File: src/rtl/montgomery_mult_if.sv
`default_nettype none
// ============================================================================
// Module   : montgomery_mult_if
// Purpose  : Request/response bundle for the radix-2 Montgomery multiplier.
//            The master drives operands and start. The slave returns the
//            result together with its done/busy status.
// Revision : 1.0 - initial release
// ============================================================================
interface montgomery_mult_if #(
    parameter int DATA_WIDTH = 8
);
    logic                  start;
    logic [DATA_WIDTH-1:0] a;
    logic [DATA_WIDTH-1:0] b;
    logic [DATA_WIDTH-1:0] modulant;
    logic [DATA_WIDTH-1:0] r_half;
    logic [DATA_WIDTH-1:0] result;
    logic                  done;
    logic                  busy;

    modport master (
        output start, a, b, modulant, r_half,
        input  result, done, busy
    );

    modport slave (
        input  start, a, b, modulant, r_half,
        output result, done, busy
    );
endinterface
`default_nettype wire

File: src/rtl/montgomery_mult.sv
`default_nettype none
// ============================================================================
// Module   : montgomery_mult
// Purpose  : Iterative radix-2 Montgomery multiplier.
//            result = a*b*R^-1 mod N, where R = 2*r_half.
//            The multiplier runs one bit of a per cycle, then does one
//            conditional subtraction. The result is presented one cycle
//            after that, so a multiply takes k+2 cycles from start to done.
// Revision : 1.0 - initial release
// ============================================================================
module montgomery_mult #(
    parameter int DATA_WIDTH = 8
) (
    input  logic             clk,
    input  logic             reset,
    montgomery_mult_if.slave bus
);

    // The accumulator needs two extra bits so that S + b + N (< 3N) fits.
    localparam int c_ACC_W = DATA_WIDTH + 2;

    typedef enum logic [1:0] {
        ST_IDLE   = 2'd0,
        ST_LOOP   = 2'd1,
        ST_REDUCE = 2'd2,
        ST_DONE   = 2'd3
    } state_t;

    state_t                 state_q;
    logic [c_ACC_W-1:0]     s_q;
    logic [DATA_WIDTH-1:0]  mask_q;
    logic [DATA_WIDTH-1:0]  a_q;
    logic [DATA_WIDTH-1:0]  b_q;
    logic [DATA_WIDTH-1:0]  n_q;
    logic [DATA_WIDTH-1:0]  rh_q;
    logic [DATA_WIDTH-1:0]  result_q;
    logic                   done_q;
    logic                   busy_q;

    logic [c_ACC_W-1:0]     w_addend;
    logic [c_ACC_W-1:0]     w_t;
    logic [c_ACC_W-1:0]     w_t_odd;
    logic [c_ACC_W-1:0]     w_s_loop;
    logic [c_ACC_W-1:0]     w_n_ext;
    logic [c_ACC_W-1:0]     w_s_red;
    logic                   w_last;
    logic                   w_accept;

    // One Montgomery iteration, the final reduction and the loop-exit test.
    always_comb begin
        w_n_ext  = {2'b00, n_q};
        w_addend = (|(a_q & mask_q)) ? {2'b00, b_q} : '0;
        w_t      = s_q + w_addend;
        w_t_odd  = w_t[0] ? (w_t + w_n_ext) : w_t;
        w_s_loop = {1'b0, w_t_odd[c_ACC_W-1:1]};
        w_s_red  = (s_q >= w_n_ext) ? (s_q - w_n_ext) : s_q;
        // The top-bit test bounds the loop when r_half is not a single set
        // bit, so a malformed r_half can never leave the FSM stuck in LOOP.
        w_last   = (mask_q == rh_q) || mask_q[DATA_WIDTH-1];
        // A new request is taken when idle. It is also taken once a finished
        // result has been shown for at least one cycle.
        w_accept = bus.start && ((state_q == ST_IDLE) ||
                                 ((state_q == ST_DONE) && done_q));
    end

    // Control FSM with registered outputs and the datapath registers.
    always_ff @(posedge clk) begin
        if (reset) begin
            state_q  <= ST_IDLE;
            s_q      <= '0;
            mask_q   <= '0;
            a_q      <= '0;
            b_q      <= '0;
            n_q      <= '0;
            rh_q     <= '0;
            result_q <= '0;
            done_q   <= 1'b0;
            busy_q   <= 1'b0;
        end else if (w_accept) begin
            a_q     <= bus.a;
            b_q     <= bus.b;
            n_q     <= bus.modulant;
            rh_q    <= bus.r_half;
            s_q     <= '0;
            mask_q  <= {{(DATA_WIDTH-1){1'b0}}, 1'b1};
            done_q  <= 1'b0;
            busy_q  <= 1'b1;
            state_q <= (bus.r_half == '0) ? ST_REDUCE : ST_LOOP;
        end else begin
            case (state_q)
                ST_LOOP: begin
                    s_q <= w_s_loop;
                    if (w_last) begin
                        state_q <= ST_REDUCE;
                    end else begin
                        mask_q <= mask_q << 1;
                    end
                end
                ST_REDUCE: begin
                    s_q     <= w_s_red;
                    busy_q  <= 1'b0;
                    state_q <= ST_DONE;
                end
                ST_DONE: begin
                    if (!done_q) begin
                        result_q <= s_q[DATA_WIDTH-1:0];
                        done_q   <= 1'b1;
                    end
                end
                default: begin
                    state_q <= ST_IDLE;
                end
            endcase
        end
    end

    assign bus.result = result_q;
    assign bus.done   = done_q;
    assign bus.busy   = busy_q;

endmodule
`default_nettype wire

File: src/flat_wrapper.sv
// flat-port wrapper written by rule: the top's interface ports become plain ports
module montgomery_mult_flat 
#(
    parameter int DATA_WIDTH = 8
)
  (clk, reset, bus_start, bus_a, bus_b, bus_modulant, bus_r_half, bus_result, bus_done, bus_busy);
  montgomery_mult_if #(.DATA_WIDTH(DATA_WIDTH)) bus_i ();
  input  logic clk;
  input  logic reset;
  input wire logic [$bits(bus_i.start)-1:0] bus_start;
  input wire logic [$bits(bus_i.a)-1:0] bus_a;
  input wire logic [$bits(bus_i.b)-1:0] bus_b;
  input wire logic [$bits(bus_i.modulant)-1:0] bus_modulant;
  input wire logic [$bits(bus_i.r_half)-1:0] bus_r_half;
  output wire logic [$bits(bus_i.result)-1:0] bus_result;
  output wire logic [$bits(bus_i.done)-1:0] bus_done;
  output wire logic [$bits(bus_i.busy)-1:0] bus_busy;
  assign bus_i.start = bus_start;
  assign bus_i.a = bus_a;
  assign bus_i.b = bus_b;
  assign bus_i.modulant = bus_modulant;
  assign bus_i.r_half = bus_r_half;
  assign bus_result = bus_i.result;
  assign bus_done = bus_i.done;
  assign bus_busy = bus_i.busy;
  montgomery_mult #(.DATA_WIDTH(DATA_WIDTH)) u_core (.clk(clk), .reset(reset), .bus(bus_i));
endmodule
File: config.mk
export PLATFORM = sky130hd
export DESIGN_NAME = montgomery_mult_flat
export DESIGN_NICKNAME = d
export VERILOG_FILES = /design/src/rtl/montgomery_mult_if.sv /design/src/rtl/montgomery_mult.sv /design/src/flat_wrapper.sv
export SDC_FILE = /design/constraint.sdc
export NUM_CORES = 1
export LEC_CHECK = 0
export ABC_CLOCK_PERIOD_IN_PS = 3500
export CORE_MARGIN = 1.5
export CORE_UTILIZATION = 51
export CTS_CLUSTER_SIZE = 24
export DETAILED_ROUTE_END_ITERATION = 10
export PLACE_DENSITY = 0.83
export SLEW_MARGIN = 20
export SYNTH_ARGS = -nofsm -noshare
export SYNTH_HDL_FRONTEND = slang
export SYNTH_SLANG_ARGS = --single-unit
File: constraint.sdc
create_clock -name clk -period 3.5 [get_ports clk]
set_input_delay 0.7 -clock clk [delete_from_list [all_inputs] [get_ports clk]]
set_output_delay 0.7 -clock clk [all_outputs]
set_load 0.01 [all_outputs]
==> metrics.log, run 1 <==
INFO  metric worst_slew_slack_as_a_fraction_of_its_limit = 0.3985
INFO  metric first_global_vias = ~4000
INFO  metric nets = ~640
INFO  metric max_freq = 0.2570 GHz
INFO  metric arrival_worst_endpoint = roughly 4100 ps
INFO  metric tightest_slew = ~900 ps
INFO  metric place.gp.congestion = approximately 0.95
INFO  metric timing.final.crit_share = 1.112
INFO  metric setup_tns = -761.9 ps
INFO  metric power.share.sequential = 0.311
INFO  metric mostFrequentLayoutCell = sky130_fd_sc_hd__nand2_1
INFO  metric synth-warning-count = 0
INFO  metric pwr_density_cell = between 500 and 600 nW/um^2
INFO  metric cts_root_buffer = sky130_fd_sc_hd__clkbuf_8
INFO  metric share_comb_of_total_power = 0.501
INFO  metric timing.critical_path.fanout_max = 8
INFO  metric final-hold-violation-count = 0
INFO  metric numCtsBuffers = 9
INFO  metric die_height = about 90 um
INFO  metric flow.area_growth_from_synthesis = 33.59%
INFO  metric antennaDiodeCount = 0
INFO  metric worst_slack = -390.5 ps
INFO  metric clockPowerShare = 0.188
INFO  metric synthesized_instance_count = 486
INFO  metric max_cap_viol_count = 0
INFO  metric drive_gt1_frac = 0.2201
INFO  metric vias_per_cell = 5.966
INFO  metric hold_path_depth = 2
INFO  metric syn_area = about 3900 sq um
INFO  metric drt-initial-drc-count = 283
INFO  metric die_area = ~8000 sq um
INFO  metric clock_path_buffers = 2
INFO  metric firstDrtPassIters = 5
INFO  metric placement.cell_area = 4732 sq um
INFO  metric most-common-layout-cells = 82 x sky130_fd_sc_hd__nand2_1, 56 x sky130_fd_sc_hd__dfxtp_1, 50 x sky130_fd_sc_hd__a21oi_1
INFO  metric post_synth_num_cell_types = 68
INFO  metric total_switching_power = around 1300 uW
INFO  metric grt_setup_unrepaired = true
INFO  metric vdd_ir_drop_max = about 0.36 mV
INFO  metric maxSlewViolCount = 0
INFO  metric classification_of_the_worst_slack_hold_path = register to register
INFO  metric total_of_flip_flops_plus_latches_after_synthesis = 62
INFO  metric critPathRequiredTime = around 3800 ps
INFO  metric total_leakage_power = 0.002103 uW
INFO  metric cts_htree_levels = 3
INFO  metric timing.final.crit_period = 3890 ps
INFO  metric synth_largest_type_area_fraction = 0.3186
INFO  metric dp.final_hpwl = roughly 8300 um
INFO  metric grt_use_total = 0.2922
INFO  metric failed_checks = negative setup slack
INFO  metric asyncSetResetFlopFracSynth = 0
INFO  metric clk_latency = approximately 350 ps
INFO  metric via_count = between 4000 and 5000
INFO  metric synth_top_cells_by_area = sky130_fd_sc_hd__dfxtp_1 32%, sky130_fd_sc_hd__ha_1 9.0%, sky130_fd_sc_hd__nand2_1 8.0%
INFO  metric worst_case_clock_skew = roughly 13 ps
INFO  metric start_util = 0.5315
INFO  metric num_io_pins = 45
INFO  metric wl_per_cell = ~17 um
INFO  metric ant_nets = 0
INFO  metric crit_path_end_kind = register
INFO  metric grt_start_max_net_pins = 43
INFO  metric buffer_ports.inserted = 44
INFO  metric part_of_the_yosys_area_used_for_sequential_elements = 0.3186
INFO  metric hold-worst-slack = around 460 ps
INFO  metric place_worst_setup_slack = -440.4 ps
INFO  metric grt_antenna_before_repair = 0
INFO  metric critPathLaunchType = register
INFO  metric drt_drc_violations_left = 0
INFO  metric crit_type = register to register
INFO  metric internal_power = roughly 1700 uW
INFO  metric path_clk_slew = ~80 ps
INFO  metric tritoncts = done
INFO  metric die_w = around 90 um
INFO  metric wire_length_of_the_first_global_routing_pass = ~19000 um
INFO  metric ff2ff_path_depth = 18
INFO  metric grt.overflow.total = 0
INFO  metric number_of_synthesized_flops_with_an_enable_pin = 0
INFO  metric yosys_most_used_dff = sky130_fd_sc_hd__dfxtp_1
INFO  metric outcome = finished, violations left
INFO  metric numClockSinks = 62
INFO  metric avg_inst_size_synth = about 8 sq um
INFO  metric final_area = 5205 sq um
INFO  metric switching_share = 0.4300
INFO  metric postRouteWirelength = 11720 um
INFO  metric yosysTopAreaCell = sky130_fd_sc_hd__dfxtp_1
INFO  metric rows = 31
INFO  metric setup_violations = 4
INFO  metric coreArea = ~7300 sq um
INFO  metric post-route-util = 0.7100
INFO  metric synthesized_net_count = roughly 550
==> final timing paths <==
check,slack [ps],endpoint,start
max,-390,u_core.s_q[7],u_core.mask_q[7]
min,460,u_core.b_q[7],u_core.b_q[7]
max reg2reg,-390,u_core.s_q[7],u_core.mask_q[7]
min reg2reg,460,u_core.b_q[7],u_core.b_q[7]
==> final cells by class <==
type                            instances  area, sq um
Clock buffer                            9        123.9
Clock inverter                          7        47.55
Fill cell                             511         2126
Inverter                               21        81.33
Multi-Input combinational cell        383         2749
Sequential cell                        62         1249
Tap cell                               99        123.9
Timing Repair Buffer                   95        830.8
==> cell families after synthesis <==
| family | synth area share |
|---|---|
| AO/OA/AOI/OAI | 0.2303 |
| buffers and inverters | 0.04271 |
| adder cells (fa/ha/maj) | 0.1053 |
| AND/OR/NAND/NOR | 0.2219 |
| multiplexers | 0.04977 |
| flip-flops | 0.3186 |
| XOR/XNOR | 0.03147 |
==> cells in the mapped netlist, drive strengths merged, types with 4 or more instances <==
| cell | count |
|---|---|
| a211oi | 8 |
| a21o | 7 |
| a21oi | 53 |
| a22oi | 4 |
| and2 | 12 |
| buf | 4 |
| clkbuf | 16 |
| dfxtp | 62 |
| ha | 28 |
| inv | 21 |
| mux2i | 16 |
| nand2 | 83 |
| nand2b | 4 |
| nand3 | 8 |
| nand4 | 5 |
| nor2 | 36 |
| nor2b | 6 |
| nor3 | 12 |
| nor4 | 5 |
| o21a | 10 |
| o21ai | 17 |
| o31ai | 4 |
| or4 | 4 |
| xnor2 | 5 |
| xor2 | 9 |
==> per-layer routing <==
layer / track usage / wire (um)
met3: 0.05724 / 722
met2: 0.5114 / 5813
met4: 0.1521 / 473
met5: 0 / 0
met1: 0.3358 / 4710
==> flip-flops by register name (all words and copies together), names as in the netlist <==
name               cells
u_core.bus.done        1
u_core.rh_q            8
u_core.bus.result      8
u_core.mask_q          8
u_core.a_q             8
u_core.n_q             8
u_core.s_q            10
u_core.bus.busy        1
u_core.state_q         2
u_core.b_q             8
==> repair_timing <==
| action | in CTS | in global routing |
|---|---|---|
| resized for setup | 25 | 28 |
| setup endpoints to repair | 5 | 5 |
| buffers inserted | 5 | 4 |
| pin swaps | 6 | 21 |
| hold buffers | 0 | 0 |
==> power groups by stage <==
stage | registers (uW) | clock network (uW) | logic, uW
2_1_floorplan | 903 | 0 | 1020
3_3_place_gp | 938 | 0 | 1350
3_5_place_dp | 944 | 0 | 1400
4_1_cts | 934 | 573 | 1440
5_1_grt | 953 | 602 | 1670
6_report | 946 | 573 | 1520
==> critical path, cell delays in order (launching register included) <==
cell                        delay (ps)
sky130_fd_sc_hd__dfxtp_2           340
sky130_fd_sc_hd__a22oi_2           210
sky130_fd_sc_hd__nand4_1           140
sky130_fd_sc_hd__buf_6             160
sky130_fd_sc_hd__and2_4            140
sky130_fd_sc_hd__ha_4              150
sky130_fd_sc_hd__inv_2              50
sky130_fd_sc_hd__fa_2              210
sky130_fd_sc_hd__nor2b_2            50
sky130_fd_sc_hd__o2111a_1          270
sky130_fd_sc_hd__or4_4             480
sky130_fd_sc_hd__and2_4            180
sky130_fd_sc_hd__ha_4              150
sky130_fd_sc_hd__or3_4             340
sky130_fd_sc_hd__a221oi_4          230
sky130_fd_sc_hd__o21ai_1            80
sky130_fd_sc_hd__or4_1             410
sky130_fd_sc_hd__o2111ai_1          90
sky130_fd_sc_hd__a21oi_1            90
==> stage by stage <==
stage                     power (uW)  instances
after floorplan                 1925        486
after global placement          2286        654
after detailed placement        2343        654
after CTS                       2944        675
after global routing            3220        676
final                           3042        676
No activity file was read; power rests on OpenSTA's default activity.
==> inputs of run 2 (changes only) <==
- ABC_CLOCK_PERIOD_IN_PS: 3500 -> 4900
- CORE_MARGIN: 1.5 -> default
- CORE_UTILIZATION: 51 -> 55
- PLACE_DENSITY: 0.83 -> 0.85
- clock period: 3.5 -> 4.9 ns (I/O delays scaled with it)
==> metrics.log, run 2 (same netlist as run 1, synthesis figures left out) <==
INFO  metric total_leakage_power = 0.001875 uW (-11%)
INFO  metric dp.final_hpwl = 7738 um (-6.8%)
INFO  metric worst_hold_path.endpoint = u_core.b_q[7]
INFO  metric total_power = 2084 uW (-31%)
INFO  metric globalRouteMet2Util = 0.4942 (-0.01714)
INFO  metric timing.critical_path.fanout_max = 8 (unchanged)
INFO  metric clk_latency = 340 ps (about the same)
INFO  metric post_cts_resized = 0 (-100%)
INFO  metric post-cts-setup-buffers = 0 (-5)
INFO  metric die_area = 7424 sq um (-9.2%)
INFO  metric max_cap_viol_count = 0 (unchanged)
INFO  metric setup_violations = 0 (-4)
INFO  metric startpoint_of_the_worst_register_to_register_path = u_core.mask_q[2]
INFO  metric critPathLaunchType = register
INFO  metric via_count = 3763 (-6.7%)
INFO  metric grt.overflow.total = 0 (unchanged)
INFO  metric most-common-layout-cells = 83 x sky130_fd_sc_hd__nand2_1, 62 x sky130_fd_sc_hd__dfxtp_1, 53 x sky130_fd_sc_hd__a21oi_1
INFO  metric pwr_density_cell = 453.2 nW/um^2 (-22%)
INFO  metric timing.final.crit_share = 0.8725 (-0.2390)
INFO  metric grt_use_total = 0.2942 (+0.002053)
INFO  metric flow.area_growth_from_synthesis = 18.05%
INFO  metric wl_per_cell = 16.49 um (-4.9%)
INFO  metric start_util = 0.5703 (+0.03884)
INFO  metric numCtsBuffers = 9 (unchanged)
INFO  metric ant_nets = 0 (unchanged)
INFO  metric numClockSinks = 62 (unchanged)
INFO  metric maxSlewViolCount = 0 (unchanged)
INFO  metric vias_per_cell = 6.011 (+0.76%)
INFO  metric hold_path_depth = 2 (unchanged)
INFO  metric die_w = 86.17 um (-4.7%)
INFO  metric crit_path_end_kind = register
INFO  metric rows = 30 (-3.2%)
INFO  metric vdd_ir_drop_max = 0.3635 mV (+2.2%)
INFO  metric buffer_ports.inserted = 44 (unchanged)
INFO  metric worst_slew_slack_as_a_fraction_of_its_limit = 0.3294 (-0.06910)
INFO  metric grt_setup_unrepaired = false
INFO  metric holdBufCountCts = 0 (unchanged)
INFO  metric num_io_pins = 45 (unchanged)
INFO  metric grt.met3_usage = 0.05486 (-0.002379)
INFO  metric outcome = finished clean
INFO  metric drt-initial-drc-count = 273 (-3.5%)
INFO  metric grt_start_max_net_pins = 47 (+9.3%)
INFO  metric antennaDiodeCount = 0 (unchanged)
INFO  metric layout.filler_cells = 571 (+12%)
INFO  metric critPathRequiredTime = 5100 ps (+1350 ps)
INFO  metric hold-worst-slack = 458.2 ps (-3.008 ps)
INFO  metric crit_type = register to register
INFO  metric mostFrequentLayoutCell = sky130_fd_sc_hd__nand2_1
INFO  metric nets = 591 (-7.4%)
INFO  metric die_height = 86.17 um (-4.7%)
INFO  metric met1_usage = 0.3760 (+0.04020)
INFO  metric ff2ff_path_depth = 17 (-1)
INFO  metric largest_register = u_core.s_q
INFO  metric place.gp.congestion = 0.9048 (-4.5%)
INFO  metric wire_length_of_the_first_global_routing_pass = 16880 um (-12%)
INFO  metric coreArea = 6832 sq um (-6.8%)
INFO  metric setup.reg_to_reg.worst_slack = 620 ps (+1020 ps)
INFO  metric timing.final.crit_period = 4275 ps (+384.9 ps)
INFO  metric path_clk_slew = 80 ps (about the same)
INFO  metric classification_of_the_worst_slack_hold_path = register to register
INFO  metric cts_htree_levels = 3 (unchanged)
INFO  metric firstDrtPassIters = 5 (unchanged)
INFO  metric max_freq = 0.2339 GHz (-9.0%)
INFO  metric clock_path_buffers = 2 (unchanged)
INFO  metric cts_root_buffer = sky130_fd_sc_hd__clkbuf_8
INFO  metric first_global_vias = 3559 (-11%)
INFO  metric final-hold-violation-count = 0 (unchanged)
INFO  metric worst_case_clock_skew = 13.02 ps (+0.05580 ps)
INFO  metric tightest_slew = 992.8 ps (+90.57 ps)
INFO  metric postRouteWirelength = 10320 um (-12%)
INFO  metric global_route.peak_usage_layer = met2
INFO  metric regToRegEndpoint = u_core.s_q[7]
INFO  metric arrival_worst_endpoint = 4480 ps (+340 ps)
INFO  metric grt_antenna_before_repair = 0 (unchanged)
INFO  metric setup_tns = 0 ps (+761.9 ps)
INFO  metric largest_register_ff_count = 10 (unchanged)
INFO  metric min_from = u_core.b_q[7]
INFO  metric tritoncts = done
INFO  metric drt_drc_violations_left = 0 (unchanged)
INFO  metric drive_gt1_frac = 0.06226 (-0.1578)
==> run 2: worst max-delay path, stage by stage (launching register included) <==
cell and delay (ps):
sky130_fd_sc_hd__dfxtp_1 350, sky130_fd_sc_hd__a22oi_1 210, sky130_fd_sc_hd__nand4_1 280, sky130_fd_sc_hd__and2_1 260, sky130_fd_sc_hd__ha_1 220, sky130_fd_sc_hd__inv_1 80, sky130_fd_sc_hd__fa_1 210, sky130_fd_sc_hd__nor2b_1 70
sky130_fd_sc_hd__o2111a_1 280, sky130_fd_sc_hd__or4_1 430, sky130_fd_sc_hd__and2_1 180, sky130_fd_sc_hd__ha_1 210, sky130_fd_sc_hd__or3_1 370, sky130_fd_sc_hd__a221oi_1 300, sky130_fd_sc_hd__o21ai_0 110, sky130_fd_sc_hd__or4_1 400
sky130_fd_sc_hd__o2111ai_1 110, sky130_fd_sc_hd__a21oi_1 80
==> run 2: routing by layer <==
layer	routed length, um	share of wire
met1	4419	0.43
met5	0	0
met2	4953	0.48
met4	261	0.025
met3	684	0.066
==> run 2: power by group <==
part	internal (uW)	total, uW	switching [uW]
sequential	584	676	92.4
combinational	397	950	553
clock	249	458	209
==> run 2: final cells by class <==
class | count | area [sq um] | share of cell area
Multi-Input combinational cell | 383 | 2489 | 0.5411
Sequential cell | 62 | 1241 | 0.2699
Timing Repair Buffer | 48 | 470.5 | 0.1023
Clock buffer | 11 | 141.4 | 0.03074
Tap cell | 96 | 120.1 | 0.02612
Inverter | 21 | 81.33 | 0.01768
Clock inverter | 5 | 56.30 | 0.01224
==> run 2: per-stage QoR <==
stage               std cells  utilization  instance area (sq um)  setup WS [ps]
finish                    626       0.6733                   4599          624.6
global route              626       0.6733                   4599          343.2
detailed placement        610       0.6443                   4402          668.4
floorplan                 486            -                   3896           1071
CTS                       626       0.6733                   4599          663.2
global placement          610       0.6443                   4402          774.2
==> run 2: how the worst max path moves through the flow <==
stage               slack, ps       endpoint  depth (start not counted)        startpoint
floorplan                1070  u_core.s_q[7]                         17  u_core.mask_q[2]
global placement          770  u_core.s_q[7]                         17  u_core.mask_q[2]
detailed placement        670  u_core.s_q[7]                         17  u_core.mask_q[2]
CTS                       660  u_core.s_q[7]                         17  u_core.mask_q[2]
global route              340  u_core.s_q[7]                         17  u_core.mask_q[0]
finish                    620  u_core.s_q[7]                         17  u_core.mask_q[2]
==> inputs of run 3 (changes only) <==
- GPL_ROUTABILITY_DRIVEN: default -> 0
==> metrics.log, run 3 (same netlist as run 1, synthesis figures left out) <==
INFO  metric die_w = 86.17 um (unchanged)
INFO  metric tightest_slew = 920.7 ps (-72.10 ps)
INFO  metric outcome = finished clean
INFO  metric most-common-layout-cells = 83 x sky130_fd_sc_hd__nand2_1, 62 x sky130_fd_sc_hd__dfxtp_1, 53 x sky130_fd_sc_hd__a21oi_1
INFO  metric placement.cell_area = 4402 sq um (unchanged)
INFO  metric cp_slowest_stage_delay = 430 ps (about the same)
INFO  metric wire_length_of_the_first_global_routing_pass = 16990 um (+0.61%)
INFO  metric critPathRequiredTime = 5110 ps (about the same)
INFO  metric highest-signal-layer = met4
INFO  metric worst_slew_slack_as_a_fraction_of_its_limit = 0.3781 (+0.04870)
INFO  metric cts_htree_levels = 3 (unchanged)
INFO  metric maxSlewViolCount = 0 (unchanged)
INFO  metric cpLargestDelayFamily = simple AND/OR/NAND/NOR gates
INFO  metric total_leakage_power = 0.001889 uW (+0.72%)
INFO  metric numClockSinks = 62 (unchanged)
INFO  metric timing.critical_path.fanout_max = 8 (unchanged)
INFO  metric internal_power = 1295 uW (+5.3%)
INFO  metric worst_case_clock_skew = 11.57 ps (-1.450 ps)
INFO  metric largest_register_ff_count = 10 (unchanged)
INFO  metric mostFrequentLayoutCell = sky130_fd_sc_hd__nand2_1
INFO  metric die_height = 86.17 um (unchanged)
INFO  metric arrival_worst_endpoint = 4490 ps (about the same)
INFO  metric flow.area_growth_from_synthesis = 18.91%
INFO  metric power.share.sequential = 0.314 (-0.010)
INFO  metric numCtsBuffers = 9 (unchanged)
INFO  metric drt_drc_violations_left = 0 (unchanged)
INFO  metric grt_setup_unrepaired = false
INFO  metric grt_use_total = 0.2979 (+0.003629)
INFO  metric largest_register = u_core.s_q
INFO  metric worstPathBufferInverterCount = 1 (unchanged)
INFO  metric clockPowerShare = 0.246 (+0.026)
INFO  metric final_area = 4633 sq um (+0.73%)
INFO  metric setup_tns = 0 ps (unchanged)
INFO  metric buffer_ports.inserted = 44 (unchanged)
INFO  metric wl_per_cell = 16.65 um (+0.98%)
INFO  metric crit_path_top_delay_cell = sky130_fd_sc_hd__or4_1
INFO  metric firstDrtPassIters = 7 (+2)
INFO  metric path_clk_slew = 80 ps (about the same)
INFO  metric worst_slack = 620.4 ps (-4.212 ps)
INFO  metric post_cts_resized = 0 (unchanged)
INFO  metric dp.final_hpwl = 7688 um (-0.65%)
INFO  metric setup_violations = 0 (unchanged)
INFO  metric crit_type = register to register
INFO  metric grt_antenna_before_repair = 0 (unchanged)
INFO  metric nets = 591 (unchanged)
INFO  metric timing.final.crit_period = 4280 ps (+4.212 ps)
INFO  metric crit_path_end_kind = register
INFO  metric drive_gt1_frac = 0.06226 (unchanged)
INFO  metric critPathLaunchType = register
INFO  metric total_switching_power = 867.0 uW (+1.4%)
INFO  metric grt.overflow.total = 0 (unchanged)
INFO  metric vdd_ir_drop_max = 0.3221 mV (-11%)
INFO  metric num_io_pins = 45 (unchanged)
INFO  metric via_count = 3804 (+1.1%)
INFO  metric clk_latency = 360 ps (+20 ps)
INFO  metric routed-wl-met2 = 4921 um (-0.65%)
INFO  metric rows = 30 (unchanged)
INFO  metric post-cts-setup-buffers = 0 (unchanged)
INFO  metric timing.final.crit_share = 0.8734 (about the same)
INFO  metric share_comb_of_total_power = 0.440 (-0.016)
INFO  metric critical_path.cell_chain = a22oi_1 -> nand4_1 -> and2_1 -> ha_1 -> inv_1 -> fa_1 -> nor2b_1 -> o2111a_1 -> or4_1 -> and2_1 -> ha_1 -> or3_1 -> a221oi_1 -> o21ai_0 -> or4_1 -> o2111ai_1 -> a21oi_1
INFO  metric grt_start_max_net_pins = 36 (-23%)
INFO  metric max_freq = 0.2337 GHz (about the same)
INFO  metric pwr_density_cell = 466.6 nW/um^2 (+3.0%)
INFO  metric hold-worst-slack = 458.9 ps (+0.7050 ps)
INFO  metric coreArea = 6832 sq um (unchanged)
INFO  metric antennaDiodeCount = 0 (unchanged)
INFO  metric ant_nets = 0 (unchanged)
INFO  metric routedLengthMet1 = 4320 um (-2.2%)
INFO  metric die_area = 7424 sq um (unchanged)
INFO  metric start_util = 0.5703 (unchanged)
INFO  metric first_global_vias = 3581 (+0.62%)
INFO  metric drt-initial-drc-count = 293 (+7.3%)
INFO  metric postRouteWirelength = 10420 um (+0.98%)
INFO  metric final-hold-violation-count = 0 (unchanged)
INFO  metric total_power = 2162 uW (+3.7%)
INFO  metric classification_of_the_worst_slack_hold_path = register to register
INFO  metric holdBufCountCts = 0 (unchanged)
INFO  metric cts_root_buffer = sky130_fd_sc_hd__clkbuf_8
INFO  metric switching_share = 0.4011 (-0.009089)
INFO  metric vias_per_cell = 6.077 (+1.1%)
INFO  metric place_worst_setup_slack = 651.7 ps (-16.67 ps)
INFO  metric clock_path_buffers = 2 (unchanged)
INFO  metric max_cap_viol_count = 0 (unchanged)
INFO  metric tritoncts = done
INFO  metric met3RoutedLength = 811 um (+19%)
-- run 3: changes by cell type in the layout (fill, tap and decap cells not counted), sizes merged --
cell,change
clkbuf,+1
bufinv,+1
clkinv,-2
-- run 3: layout make-up --
class	count	area [sq um]
Multi-Input combinational cell	383	2489
Fill cell	555	2198
Sequential cell	62	1241
Timing Repair Buffer	48	470.5
Clock buffer	12	155.1
Tap cell	96	120.1
Inverter	21	81.33
Clock inverter	4	76.32
-- run 3: metal layers --
layer,up-vias,GRT usage
li1,1808,-
met3,45,0.07122
met1,1781,0.3707
met5,-,0
met2,170,0.4733
met4,0,0.1667
-- run 3: final timing paths --
check	start	end	slack (ps)	cells after the start
setup / recovery	u_core.mask_q[2]	u_core.s_q[7]	620	17
hold / removal	u_core.b_q[2]	u_core.b_q[2]	460	2
setup reg to reg	u_core.mask_q[2]	u_core.s_q[7]	620	17
hold reg to reg	u_core.b_q[2]	u_core.b_q[2]	460	2
-- run 3: worst reg2reg max path, cell delays in order (launching register included) --
cell and delay, ps:
sky130_fd_sc_hd__dfxtp_1 360, sky130_fd_sc_hd__a22oi_1 180, sky130_fd_sc_hd__nand4_1 280, sky130_fd_sc_hd__and2_1 270, sky130_fd_sc_hd__ha_1 220, sky130_fd_sc_hd__inv_1 80
sky130_fd_sc_hd__fa_1 210, sky130_fd_sc_hd__nor2b_1 70, sky130_fd_sc_hd__o2111a_1 280, sky130_fd_sc_hd__or4_1 430, sky130_fd_sc_hd__and2_1 180, sky130_fd_sc_hd__ha_1 210
sky130_fd_sc_hd__or3_1 370, sky130_fd_sc_hd__a221oi_1 260, sky130_fd_sc_hd__o21ai_0 110, sky130_fd_sc_hd__or4_1 420, sky130_fd_sc_hd__o2111ai_1 110, sky130_fd_sc_hd__a21oi_1 80
-- run 3: power groups by stage --
| stage | logic, uW | clock network [uW] | registers (uW) |
|---|---|---|---|
| 6_report | 952 | 531 | 679 |
| 3_3_place_gp | 887 | 0 | 681 |
| 5_1_grt | 1050 | 554 | 685 |
| 4_1_cts | 934 | 533 | 673 |
| 3_5_place_dp | 928 | 0 | 683 |
| 2_1_floorplan | 726 | 0 | 645 |
-- run 3: metrics by stage --
step                instances  utilization
floorplan                 486            -
global placement          610       0.6443
detailed placement        610       0.6443
CTS                       626       0.6782
global route              626       0.6782
finish                    626       0.6782
